### src/rtl/pixel_write_queue_pkg.sv
// Shared video definitions: screen geometry, colour depths, queued pixel entry
// layout and the pixel-queue control states.
package pixel_write_queue_pkg;

  localparam int VID_SCREEN_W   = 160;
  localparam int VID_SCREEN_H   = 120;
  localparam int VID_IN_CBITS   = 8;
  localparam int VID_OUT_CBITS  = 3;

  typedef struct packed {
    logic [7:0]               x;
    logic [6:0]               y;
    logic [VID_OUT_CBITS-1:0] r;
    logic [VID_OUT_CBITS-1:0] g;
    logic [VID_OUT_CBITS-1:0] b;
  } pixel_entry_t;

  localparam int PIXEL_ENTRY_W = $bits(pixel_entry_t);

  typedef enum logic [1:0] {
    ST_IDLE   = 2'd0,
    ST_STREAM = 2'd1,
    ST_FLUSH  = 2'd2
  } ctrl_state_t;

  function automatic logic [3*VID_OUT_CBITS-1:0] entry_colour(pixel_entry_t e);
    return {e.r, e.g, e.b};
  endfunction

endpackage

### src/rtl/pixel_write_queue_fifo.sv
// Pixel storage ring: DEPTH entries (power of two), head is read combinationally,
// pointers wrap naturally because the pointer width is log2(DEPTH).
module pixel_fifo #(
  parameter int DEPTH = 8,
  parameter int WIDTH = 24
) (
  input  logic                   clk,
  input  logic                   resetn,
  input  logic                   clr_i,
  input  logic                   wr_en_i,
  input  logic [WIDTH-1:0]       wr_data_i,
  input  logic                   rd_en_i,
  output logic [WIDTH-1:0]       rd_data_o,
  output logic [$clog2(DEPTH):0] level_o,
  output logic                   full_o,
  output logic                   empty_o
);

  localparam int AW = $clog2(DEPTH);
  localparam int LW = AW + 1;

  logic [WIDTH-1:0] mem_q [DEPTH];
  logic [AW-1:0]    wr_ptr_q, wr_ptr_d;
  logic [AW-1:0]    rd_ptr_q, rd_ptr_d;
  logic [LW-1:0]    level_q, level_d;
  logic             wr_ok, rd_ok;

  assign full_o    = (level_q == LW'(DEPTH));
  assign empty_o   = (level_q == '0);
  assign level_o   = level_q;
  assign rd_data_o = mem_q[rd_ptr_q];

  // A write into a full ring is only legal when the head leaves the same cycle.
  assign rd_ok = rd_en_i & ~empty_o;
  assign wr_ok = wr_en_i & (~full_o | rd_ok);

  always_comb begin
    wr_ptr_d = wr_ptr_q;
    rd_ptr_d = rd_ptr_q;
    level_d  = level_q;
    if (clr_i) begin
      wr_ptr_d = '0;
      rd_ptr_d = '0;
      level_d  = '0;
    end else begin
      if (wr_ok) wr_ptr_d = wr_ptr_q + AW'(1);
      if (rd_ok) rd_ptr_d = rd_ptr_q + AW'(1);
      level_d = level_q + LW'(wr_ok) - LW'(rd_ok);
    end
  end

  always_ff @(posedge clk or negedge resetn) begin
    if (!resetn) begin
      wr_ptr_q <= '0;
      rd_ptr_q <= '0;
      level_q  <= '0;
    end else begin
      wr_ptr_q <= wr_ptr_d;
      rd_ptr_q <= rd_ptr_d;
      level_q  <= level_d;
    end
  end

  always_ff @(posedge clk) begin
    if (wr_ok && !clr_i) mem_q[wr_ptr_q] <= wr_data_i;
  end

endmodule

### src/rtl/pixel_write_queue.sv
// Pixel write queue between the map/tile drawers and the VGA adapter: clips,
// packs colour to 3:3:3, buffers in a FIFO and replays one pixel per ready cycle.
module pixel_write_queue
  import pixel_write_queue_pkg::*;
#(
  parameter int DEPTH    = 8,
  parameter int SCREEN_W = VID_SCREEN_W,
  parameter int SCREEN_H = VID_SCREEN_H
) (
  input  logic                   clk,
  input  logic                   resetn,
  input  logic                   in_valid,
  input  logic [7:0]             in_x,
  input  logic [7:0]             in_y,
  input  logic [23:0]            in_rgb,
  input  logic                   out_ready,
  input  logic                   flush,
  input  logic                   clear_flags,
  output logic [7:0]             vga_x,
  output logic [6:0]             vga_y,
  output logic [8:0]             vga_colour,
  output logic                   vga_plot,
  output logic                   full,
  output logic                   empty,
  output logic                   idle,
  output logic [$clog2(DEPTH):0] level,
  output logic                   overflow,
  output logic                   clipped,
  output logic [1:0]             dbg_state
);

  // Handshake: a pixel is offered when in_valid resolves to 1; it is taken at the
  // edge if in range and there is room (or the head leaves that same edge). A
  // pop happens at any edge with out_ready high and a non-empty queue, and the
  // popped pixel is presented with vga_plot high for exactly the next cycle.

  ctrl_state_t  state_q, state_d;
  pixel_entry_t wr_entry, rd_entry;
  logic         fifo_full, fifo_empty;
  logic         valid_hi, in_range, gate, pop, push, clip_ev, ovf_ev;
  logic [7:0]   vga_x_q;
  logic [6:0]   vga_y_q;
  logic [8:0]   vga_colour_q;
  logic         vga_plot_q, overflow_q, clipped_q;
  logic         overflow_d, clipped_d;
  logic         unused_rgb_bits;

  assign valid_hi = (in_valid === 1'b1);
  assign in_range = (32'(in_x) < 32'(SCREEN_W)) && (32'(in_y) < 32'(SCREEN_H));
  // The flush edge and the FLUSH cycle after it both ignore traffic.
  assign gate     = flush | (state_q == ST_FLUSH);
  assign pop      = ~gate & out_ready & ~fifo_empty;
  assign push     = ~gate & valid_hi & in_range & (~fifo_full | pop);
  assign clip_ev  = ~gate & valid_hi & ~in_range;
  assign ovf_ev   = ~gate & valid_hi & in_range & fifo_full & ~pop;

  assign wr_entry = {in_x, in_y[6:0], in_rgb[23:21], in_rgb[15:13], in_rgb[7:5]};
  assign unused_rgb_bits = ^{in_rgb[20:16], in_rgb[12:8], in_rgb[4:0]};

  pixel_fifo #(
    .DEPTH (DEPTH),
    .WIDTH (PIXEL_ENTRY_W)
  ) u_fifo (
    .clk       (clk),
    .resetn    (resetn),
    .clr_i     (flush),
    .wr_en_i   (push),
    .wr_data_i (wr_entry),
    .rd_en_i   (pop),
    .rd_data_o (rd_entry),
    .level_o   (level),
    .full_o    (fifo_full),
    .empty_o   (fifo_empty)
  );

  always_comb begin
    state_d = state_q;
    if (flush) begin
      state_d = ST_FLUSH;
    end else begin
      unique case (state_q)
        ST_IDLE:   if (push) state_d = ST_STREAM;
        // Nothing left next cycle: no entry remains and no plot gets scheduled.
        ST_STREAM: if (fifo_empty && !push && !pop) state_d = ST_IDLE;
        ST_FLUSH:  state_d = ST_IDLE;
        default:   state_d = ST_IDLE;
      endcase
    end
  end

  always_comb begin
    overflow_d = overflow_q;
    clipped_d  = clipped_q;
    if (!gate) begin
      overflow_d = ovf_ev  | (overflow_q & ~clear_flags);
      clipped_d  = clip_ev | (clipped_q  & ~clear_flags);
    end
  end

  always_ff @(posedge clk or negedge resetn) begin
    if (!resetn) begin
      state_q      <= ST_IDLE;
      vga_x_q      <= '0;
      vga_y_q      <= '0;
      vga_colour_q <= '0;
      vga_plot_q   <= 1'b0;
      overflow_q   <= 1'b0;
      clipped_q    <= 1'b0;
    end else begin
      state_q    <= state_d;
      overflow_q <= overflow_d;
      clipped_q  <= clipped_d;
      vga_plot_q <= pop;
      if (pop) begin
        vga_x_q      <= rd_entry.x;
        vga_y_q      <= rd_entry.y;
        vga_colour_q <= entry_colour(rd_entry);
      end
    end
  end

  assign vga_x      = vga_x_q;
  assign vga_y      = vga_y_q;
  assign vga_colour = vga_colour_q;
  assign vga_plot   = vga_plot_q;
  assign full       = fifo_full;
  assign empty      = fifo_empty;
  assign idle       = fifo_empty & ~vga_plot_q;
  assign overflow   = overflow_q;
  assign clipped    = clipped_q;
  assign dbg_state  = state_q;

endmodule

### config.mk
export PLATFORM = sky130hd
export DESIGN_NAME = pixel_write_queue
export DESIGN_NICKNAME = d
export VERILOG_FILES = /design/src/rtl/pixel_write_queue_pkg.sv /design/src/rtl/pixel_write_queue_fifo.sv /design/src/rtl/pixel_write_queue.sv
export SDC_FILE = /design/constraint.sdc
export NUM_CORES = 1
export LEC_CHECK = 0
export CAP_MARGIN = 20
export CORE_ASPECT_RATIO = 1.1
export CORE_MARGIN = 3
export CORE_UTILIZATION = 55
export CTS_CLUSTER_SIZE = 8
export DETAILED_ROUTE_END_ITERATION = 10
export DONT_BUFFER_PORTS = 1
export GPL_ROUTABILITY_DRIVEN = 0
export PLACE_DENSITY = 0.73
export SLEW_MARGIN = 30
export SYNTH_ARGS = -nofsm -noshare
export SYNTH_HDL_FRONTEND = slang
export SYNTH_SLANG_ARGS = --single-unit
### constraint.sdc
create_clock -name clk -period 7.95 [get_ports clk]
set_input_delay 1.59 -clock clk [delete_from_list [all_inputs] [get_ports clk]]
set_output_delay 1.59 -clock clk [all_outputs]
set_load 0.02 [all_outputs]
Word level (Yosys, flattened, before mapping):

Memories as Yosys holds them, arrays and structs flattened. A register that Yosys moved wholly into a read port is not among the register bits.
Index checks and enable logic that the tools add are counted.

* register bits: 15
* memory bits (writable): 192
* input port bits: 46
* word-level logic and storage cells: 69
* memories: 1

* $add $sub $neg: 4
* magnitude comparators: 2
* equal/unequal tests: 6
* muxes and demuxes: 11
* bitwise gates (word level): 25
* reduce and logical (&&, ||, !) cells: 13

Memory list
* u_fifo.mem_q: depth 8, bits a word 24, read ports 1, clocked after Yosys merged registers in 1, wr ports 1, RTL line pixel_write_queue_fifo.sv:22 `logic [WIDTH-1:0] mem_q [DEPTH];`

Operator list (number)
* AND 1 bit: 13
* 2-to-1 mux 3 bit: 4
* less-than comparator 8 x 7 -> 1 bit, second input constant: 1
* less-than comparator 8 bit, second input constant: 1
* inverter 1 bit: 7
* adder 3 x 1 -> 3 bit, second input constant: 2
* 2-to-1 mux 2 bit: 3
* inequality test 3 bit, second input constant: 2
* bitwise OR 1 bit: 5
* adder 4 x 1 -> 4 bit: 1
* equality test 4 bit, second input constant: 1
* logical AND 1 bit: 4
* logical NOT 1 bit: 4
* logical NOT 4 bit: 1
* 2-to-1 mux 4 bit: 1
* case mux 2 bit (2 select lines): 1
* nonzero test 2 bit: 2
* subtractor 4 x 1 -> 4 bit: 1
* equality test 2 x 1 -> 1 bit, second input constant: 1
* equality test 2 bit, second input constant: 1
* logical NOT 2 bit: 1
* 2-to-1 mux 1 bit: 2
* AND reduction 2 bit: 1
* === test 1 bit, second input constant: 1

Depth between registers and ports, before layout:

Gate-level depths: netlist (run 1).

* word-level depth: 13
* gate-level depth with buffers: 13

Modules after synthesis:

Synthesis (run 1) repeated with hierarchy kept, for this count alone.

* cell total of the unflattened synthesis: 440
* area total of the unflattened synthesis: 9178.8 sq um

Modules (own cells, without submodules)
* pixel_fifo: instances 1, cells each 364, area an instance 8007.7 sq um
* pixel_write_queue: instances 1, cells each 76, area an instance 1171.1 sq um

Worst setup path before layout (run 1):

No wires, ideal clock.

* kind: input-to-reg
* start: input flush
* end: memory u_fifo.mem_q[0][0], enable pin
* data arrival time: 4505 ps
* data required time: 7484 ps
* slack: 2979 ps
* cell stages on the path: 4
* path through: nand2b_4 o31ai_4 nand3_4 nor4_1

* longest elaborated chain between the ends: 10
* elaborated cells between the ends (all ways): 15
* those cells by class: mux: 2; bitwise: 11; reduce/logical: 2

RTL lines
* from (decl): RTL line pixel_write_queue.sv:17 `input logic flush,`
* bitwise OR 1 bit: RTL line pixel_write_queue.sv:51 `assign gate = flush | (state_q == ST_FLUSH);`
* inverter 1 bit: RTL line pixel_write_queue.sv:52, pixel_write_queue.sv:53
* AND 1 bit (2 in a row): RTL line pixel_write_queue.sv:52 `assign pop = ~gate & out_ready & ~fifo_empty;`
* bitwise OR 1 bit or AND 1 bit (tied branches): RTL line pixel_write_queue.sv:53, pixel_write_queue_fifo.sv:34
* AND 1 bit or bitwise OR 1 bit (tied branches): RTL line pixel_write_queue.sv:53, pixel_write_queue_fifo.sv:35
* AND 1 bit: RTL line pixel_write_queue_fifo.sv:35 `assign wr_ok = wr_en_i & (~full_o | rd_ok);`
* logical AND 1 bit (*): RTL line pixel_write_queue_fifo.sv:65 `if (wr_ok && !clr_i) mem_q[wr_ptr_q] <= wr_data_i;`
* 2-to-1 mux 1 bit (*): RTL line pixel_write_queue_fifo.sv:65
* 2-to-1 mux 1 bit (not written as such) (*): RTL line pixel_write_queue_fifo.sv:65
* to (decl): RTL line pixel_write_queue_fifo.sv:22

Every way passes the cells marked *; elsewhere a longest branch is shown, timed or not.

Worst setup path after layout (run 1):

* start: register u_fifo.level_q[2], in the netlist u_fifo.level_o[2]
* end: output full

* longest elaborated chain between the ends: 1

RTL lines
* from (decl): RTL line pixel_write_queue_fifo.sv:25 `logic [LW-1:0] level_q, level_d;`
* from (signal assigned): RTL line pixel_write_queue_fifo.sv:60 `level_q <= level_d;`
* equality test 4 bit: RTL line pixel_write_queue_fifo.sv:28 `assign full_o = (level_q == LW'(DEPTH));`
* to (decl): RTL line pixel_write_queue.sv:23 `output logic full,`

No other way between the ends.

==> results of run 1 <==
[state kept, by name, summed over array words and instances, names as in the netlist]
register / count
vga_plot: 1
clipped: 1
u_fifo.rd_ptr_q: 3
u_fifo.wr_ptr_q: 3
vga_colour: 9
vga_y: 7
u_fifo.mem_q: 192
dbg_state: 2
u_fifo.level_o: 4
vga_x: 8
overflow: 1
[final cells by class]
| type | count | area (sq um) |
|---|---|---|
| clock inverters | 1 | 8.76 |
| multi-input cells | 184 | 2100 |
| fillers | 1088 | 5660 |
| clock buffers | 60 | 970 |
| repair buffers | 12 | 90.1 |
| flip-flops and latches | 231 | 6740 |
| inverters | 8 | 32.5 |
| well taps | 200 | 250 |
[power breakdown]
part / switching (uW) / internal (uW)
clock network: 467 / 817
logic: 114 / 90.4
registers: 148 / 1390
total: 730 / 2300
[kinds of logic after synthesis]
family / count (synthesis)
flops: 231
mux: 76
simple gates: 63
compound gates: 32
buf+inv: 28
fa+ha+maj: 9
xor+xnor: 4
[through the flow]
step           worst slack [ns]  instance area [sq um]  std cells
5_1_grt                    4.23                  10200        696
4_1_cts                    4.30                  10200        696
2_1_floorplan              2.98                   8960        443
3_3_place_gp               4.12                   9210        635
3_5_place_dp               4.10                   9210        635
6_report                   4.34                  10200        696
[synthesized netlist by cell type]
master	instances
mux4_2	48
and2b_4	1
nand2b_1	4
nand3_4	2
o21ai_0	1
edfxtp_1	192
inv_4	1
nor3_1	5
fa_1	1
mux2_4	1
clkbuf_1	5
nor3b_1	1
mux2i_1	27
buf_2	7
a211oi_1	1
buf_6	4
a21o_1	1
nor4_1	1
ha_1	8
o31ai_4	1
nand2b_4	1
a41oi_1	1
nor3_4	1
and2_2	1
inv_2	2
nor3b_2	1
a21oi_1	25
a22o_1	1
nor2b_1	2
o2bb2ai_1	1
xnor2_1	4
inv_1	5
nand2_1	5
nor2_1	34
buf_4	4
dfrtp_1	39
nand4_1	2
and2b_2	1
nor4b_1	1
[placed cells by master (no fill, tap or decap), types with 2 or more instances in the layout]
| master | n |
|---|---|
| nand4_1 | 2 |
| buf_4 | 12 |
| dfrtp_2 | 2 |
| inv_2 | 2 |
| edfxtp_1 | 192 |
| nor2_2 | 3 |
| a21oi_1 | 25 |
| nand2_1 | 5 |
| clkbuf_16 | 35 |
| nor3_2 | 4 |
| clkbuf_1 | 25 |
| nor2b_1 | 2 |
| nand3_4 | 2 |
| dfrtp_1 | 37 |
| xnor2_1 | 4 |
| inv_1 | 5 |
| mux2i_1 | 27 |
| nand2b_1 | 4 |
| ha_1 | 8 |
| mux4_2 | 48 |
| nor2_1 | 31 |
[worst max path at each step]
stage	from	end	slack [ns]	cells after the start
global route	u_fifo.level_o[2]$_DFF_PN0_	full	4.23	3
detailed placement	in_y[5]	u_fifo.mem_q[4][11]$_DFFE_PP_	4.10	5
CTS	u_fifo.level_o[2]$_DFF_PN0_	full	4.30	3
global placement	in_y[5]	u_fifo.mem_q[4][0]$_DFFE_PP_	4.12	5
floorplan	flush	u_fifo.mem_q[0][0]$_DFFE_PP_	2.98	4
finish	u_fifo.level_o[2]$_DFF_PN0_	full	4.34	3
[worst max-delay path, cell delays in order, from the launching register on]
cell,delay [ns]
dfrtp_1,0.46
inv_1,0.14
ha_1,0.15
nor3b_1,0.79
[routing by layer]
layer  routed length (um)  part of all wire (%)  global-route usage, %  vias to the layer above
met1                 6600                    40                   25.9                     2163
met3                 1240                   7.5                   6.06                       24
met5                    0                     0                      0                        -
li1                     -                     -                      -                     1831
met2                 8430                    51                   31.5                      130
met4                  297                   1.8                   6.15                        0
==> impl_metrics.toml, run 1 <==
[detailed_routing]
drt.antenna.violating_nets = 0
firstDrtPassIters = 7
drc = 0
wl_per_cell_um = 23.8
avgViaCountPerCell = 5.96
wirelength_um = 16600
drtIter0Drc = 264
num_vias = 4148

[critical_path]
r2r-start = "u_fifo.level_o[2]$_DFF_PN0_"
regToRegSetupSlack_ns = 4.95
rr_worst_depth = 10
setup.worst_path.class = "flop to primary output"
start_kind = "flop"
worst-endpoint-required_ns = 6.36
crit_fanout = 3
reg2reg_to = "u_fifo.level_o[2]$_DFF_PN0_"
end_kind = "primary output"
worstPathArrival_ns = 2.02

[yosys]
syn-num-nets = 498
yosys.area_share.simple_pct = 3.88
synthAdderAreaFrac_pct = 1.34
synthMuxAreaShare_pct = 15.2
synth_top_family_by_area = "multiplexers"
synth_area_leader_cell = "edfxtp_1"
syn_area_sq_um = 8960
yosysSeqAreaShare_pct = 75.2
synth_top_area_share_pct = 64.3
syn-instance-count = 443
synth_compound_area_share_pct = 2.15
yosysUniqueCellTypes = 39
yosysWarnings = 0
synth_xor_area_share_pct = 0.391
ys_ff_latch = 231
syn_avg_cell_area_sq_um = 20.2
synthTopCellsByArea = "edfxtp_1, mux4_2, dfrtp_1"

[grt]
grt_pass1_vias = 4534
antenna_found_initial = 0
grt_use_total_pct = 19.6
overflow = 0
grt_max_degree = 51
grt_pass1_wl_um = 26100

[timing]
max_slew_margin_pct = 35.1
setup-violations-final = 0
worstMarginPinSlew_ns = 0.971
fin_crit_sh_pct = 45.5
holdWs_ns = 0.608
fin_crit_ns = 3.61
finClkSkew_ns = 0.0107
finalHoldViolCount = 0
maxSlewViolCount = 0
fmax_mhz = 277
fin_tns_setup_ns = 0
rsz0062_at_grt = "no"

[min_path]
min-delay-start = "dbg_state[1]$_DFFE_PN0P_"
min_path_cells = 1
worstHoldEndpoint = "dbg_state[0]$_DFFE_PN0P_"
hold_path_class = "flop to flop"

[clocking]
clk_latency_ns = 0.49
cts_tree = "yes"
clk_pin_slew_ns = 0.05
cts-root-buf = "clkbuf_16"
htreeDepth = 2
cts_buffers = 34
post_cts_buffers = 0
clock_path_buffers = 3
cts_sinks = 231
cts_resized = 0
hold_buffers = 0

[finish]
antennaDiodeCount = 0
final_util_pct = 64.3
final_nets = 526
drive_above_1_share_pct = 24.0
synthToLayoutAreaGrowth_pct = 13.7

[die]
core_sq_um = 15900
die_x_um = 128
rows = 48
ioPinCount = 82
design.die.area_sq_um = 17900
fp.dieH_um = 140
initial_utilization_pct = 56.5

[flow_run]
cap_violations = 0

[pwr]
ir_worst_vdd_v = 0.000230
p_total_uw = 3030
powerDensity_nw_per_um2 = 297
power_leakage_uw = 0.00333

[status]
outcome = "complete, no violations"

[placement]
portBuffers = 0
post-dp-hpwl_um = 8870
(Power assumes the default switching activity.)
==> inputs of run 2 (changes only) <==
- PLACE_DENSITY: 0.73 -> 0.76
- clock period: 7.95 -> 3.2 ns (I/O delays scaled with it)
==> impl_metrics.toml, run 2 (same netlist as run 1, synthesis figures left out) <==
[timing]
maxSlewViolCount = 0
max_slew_margin_pct = 36.4
fin_crit_sh_pct = 86.3
setup_ws_ns = 0.437
holdWs_ns = 0.192
setup-violations-final = 0
rsz0062_at_grt = "no"
fin_tns_setup_ns = 0
worstMarginPinSlew_ns = 0.954
fmax_mhz = 362
finClkSkew_ns = 0.0117
fin_crit_ns = 2.76
finalHoldViolCount = 0

[clocking]
cts_tree = "yes"
hold_buffers = 2
cts_buffers = 34
clk_pin_slew_ns = 0.05
clock_path_buffers = 3
htreeDepth = 2
post_cts_buffers = 0
cts_sinks = 231
clk_latency_ns = 0.49
cts_resized = 0
cts-root-buf = "clkbuf_16"

[detailed_routing]
firstDrtPassIters = 4
num_vias = 4257
drtIter0Drc = 265
avgViaCountPerCell = 6.00
wl_per_cell_um = 23.5
drc = 0
drt.antenna.violating_nets = 0
wirelength_um = 16700

[critical_path]
max_stage_delay_ns = 0.45
rr_worst_depth = 8
reg2reg_to = "u_fifo.mem_q[1][7]$_DFFE_PP_"
worst-endpoint-required_ns = 3.37
critical-path-slowest-cell = "dfrtp_1"
worst-path-buf-inv = 3
start_kind = "flop"
crit_fanout = 11
r2r-start = "u_fifo.level_o[2]$_DFF_PN0_"
setup.worst_path.class = "flop to flop"
crit_path_cell_trace = "inv_1 > ha_1 > nand3_4 > inv_4 > o31ai_4 > nand4_1 > nor3_4 > buf_4"
path_delay_family = "simple AND/OR/NAND/NOR gates"
regToRegSetupSlack_ns = 0.44
worstPathArrival_ns = 2.93
end_kind = "flop"

[die]
rows = 48
design.die.area_sq_um = 17900
ioPinCount = 82
core_sq_um = 15900
die_x_um = 128
fp.dieH_um = 140
initial_utilization_pct = 56.5

[finish]
synthToLayoutAreaGrowth_pct = 15.6
largest_reg_flops = 192
drive_above_1_share_pct = 26.1
top_register = "u_fifo.mem_q"
final_nets = 541
antennaDiodeCount = 0
final_common_cell = "edfxtp_1"
final_util_pct = 65.4
fillCellCount = 1046
layout_common_cells = "edfxtp_1, mux4_2, dfrtp_1, clkbuf_16, nor2_1"

[pwr]
ir_worst_vdd_v = 0.000649
power_leakage_uw = 0.00342
powerDensity_nw_per_um2 = 726
p_total_uw = 7530

[grt]
grt_use_total_pct = 19.6
grt_pass1_vias = 4629
antenna_found_initial = 0
overflow = 0
grt_max_degree = 51
grt_pass1_wl_um = 26500

[min_path]
worstHoldEndpoint = "dbg_state[1]$_DFFE_PN0P_"
min-delay-start = "flush"
min_path_cells = 0
hold_path_class = "input pin to flop"

[status]
outcome = "complete, no violations"

[placement]
post-dp-hpwl_um = 9730
portBuffers = 0
place_ws_ns = 0.442

[flow_run]
cap_violations = 0
run 2: cell count changes in the layout (fill, tap and decap cells not counted), sizes merged:
| cell | previous run | this run |
|---|---|---|
| buf | 12 | 26 |
| clkbuf | 60 | 59 |
| dlygate4sd3 | 0 | 1 |
run 2: per-layer routing:
layer  GRT usage [%]  part of all wire (%)  wire, um  vias up
met1            25.7                    40      6670     2218
met3            5.84                   6.7      1120       34
met5               0                     0         0        -
met4            6.31                   2.4       400        0
met2            31.9                    51      8500      135
li1                -                     -         -     1870
run 2: worst max path at each step:
stage / start / to / slack, ns / cells after the start
2_1_floorplan: u_fifo.level_o[2]$_DFF_PN0_ / u_fifo.mem_q[2][0]$_DFFE_PP_ / -0.39 / 7
3_3_place_gp: u_fifo.level_o[2]$_DFF_PN0_ / u_fifo.mem_q[1][10]$_DFFE_PP_ / 0.50 / 8
3_5_place_dp: u_fifo.level_o[2]$_DFF_PN0_ / u_fifo.mem_q[1][10]$_DFFE_PP_ / 0.44 / 8
4_1_cts: u_fifo.level_o[2]$_DFF_PN0_ / u_fifo.mem_q[1][23]$_DFFE_PP_ / 0.42 / 8
5_1_grt: u_fifo.level_o[2]$_DFF_PN0_ / u_fifo.mem_q[1][3]$_DFFE_PP_ / 0.26 / 8
6_report: u_fifo.level_o[2]$_DFF_PN0_ / u_fifo.mem_q[1][7]$_DFFE_PP_ / 0.44 / 8
run 2: power by group:
| group | internal, uW | switching [uW] |
|---|---|---|
| Clock | 2030 | 1160 |
| Sequential | 3450 | 356 |
| Combinational | 240 | 292 |
| Total | 5710 | 1810 |
run 2: final cells by class:
class / instances / area (sq um) / area share (%)
clock inverter: 1 / 8.76 / 0.0845
inverter: 8 / 32.5 / 0.314
tap: 200 / 250 / 2.41
sequential: 231 / 6740 / 65.1
multi-input combinational: 184 / 2110 / 20.4
timing repair buffer: 27 / 250 / 2.41
clock buffer: 59 / 966 / 9.32
run 2: through the flow:
| stage | instance area, sq um | instances |
|---|---|---|
| CTS | 10400 | 710 |
| finish | 10400 | 710 |
| global route | 10400 | 710 |
| detailed placement | 9350 | 648 |
| floorplan | 8980 | 443 |
| global placement | 9350 | 648 |
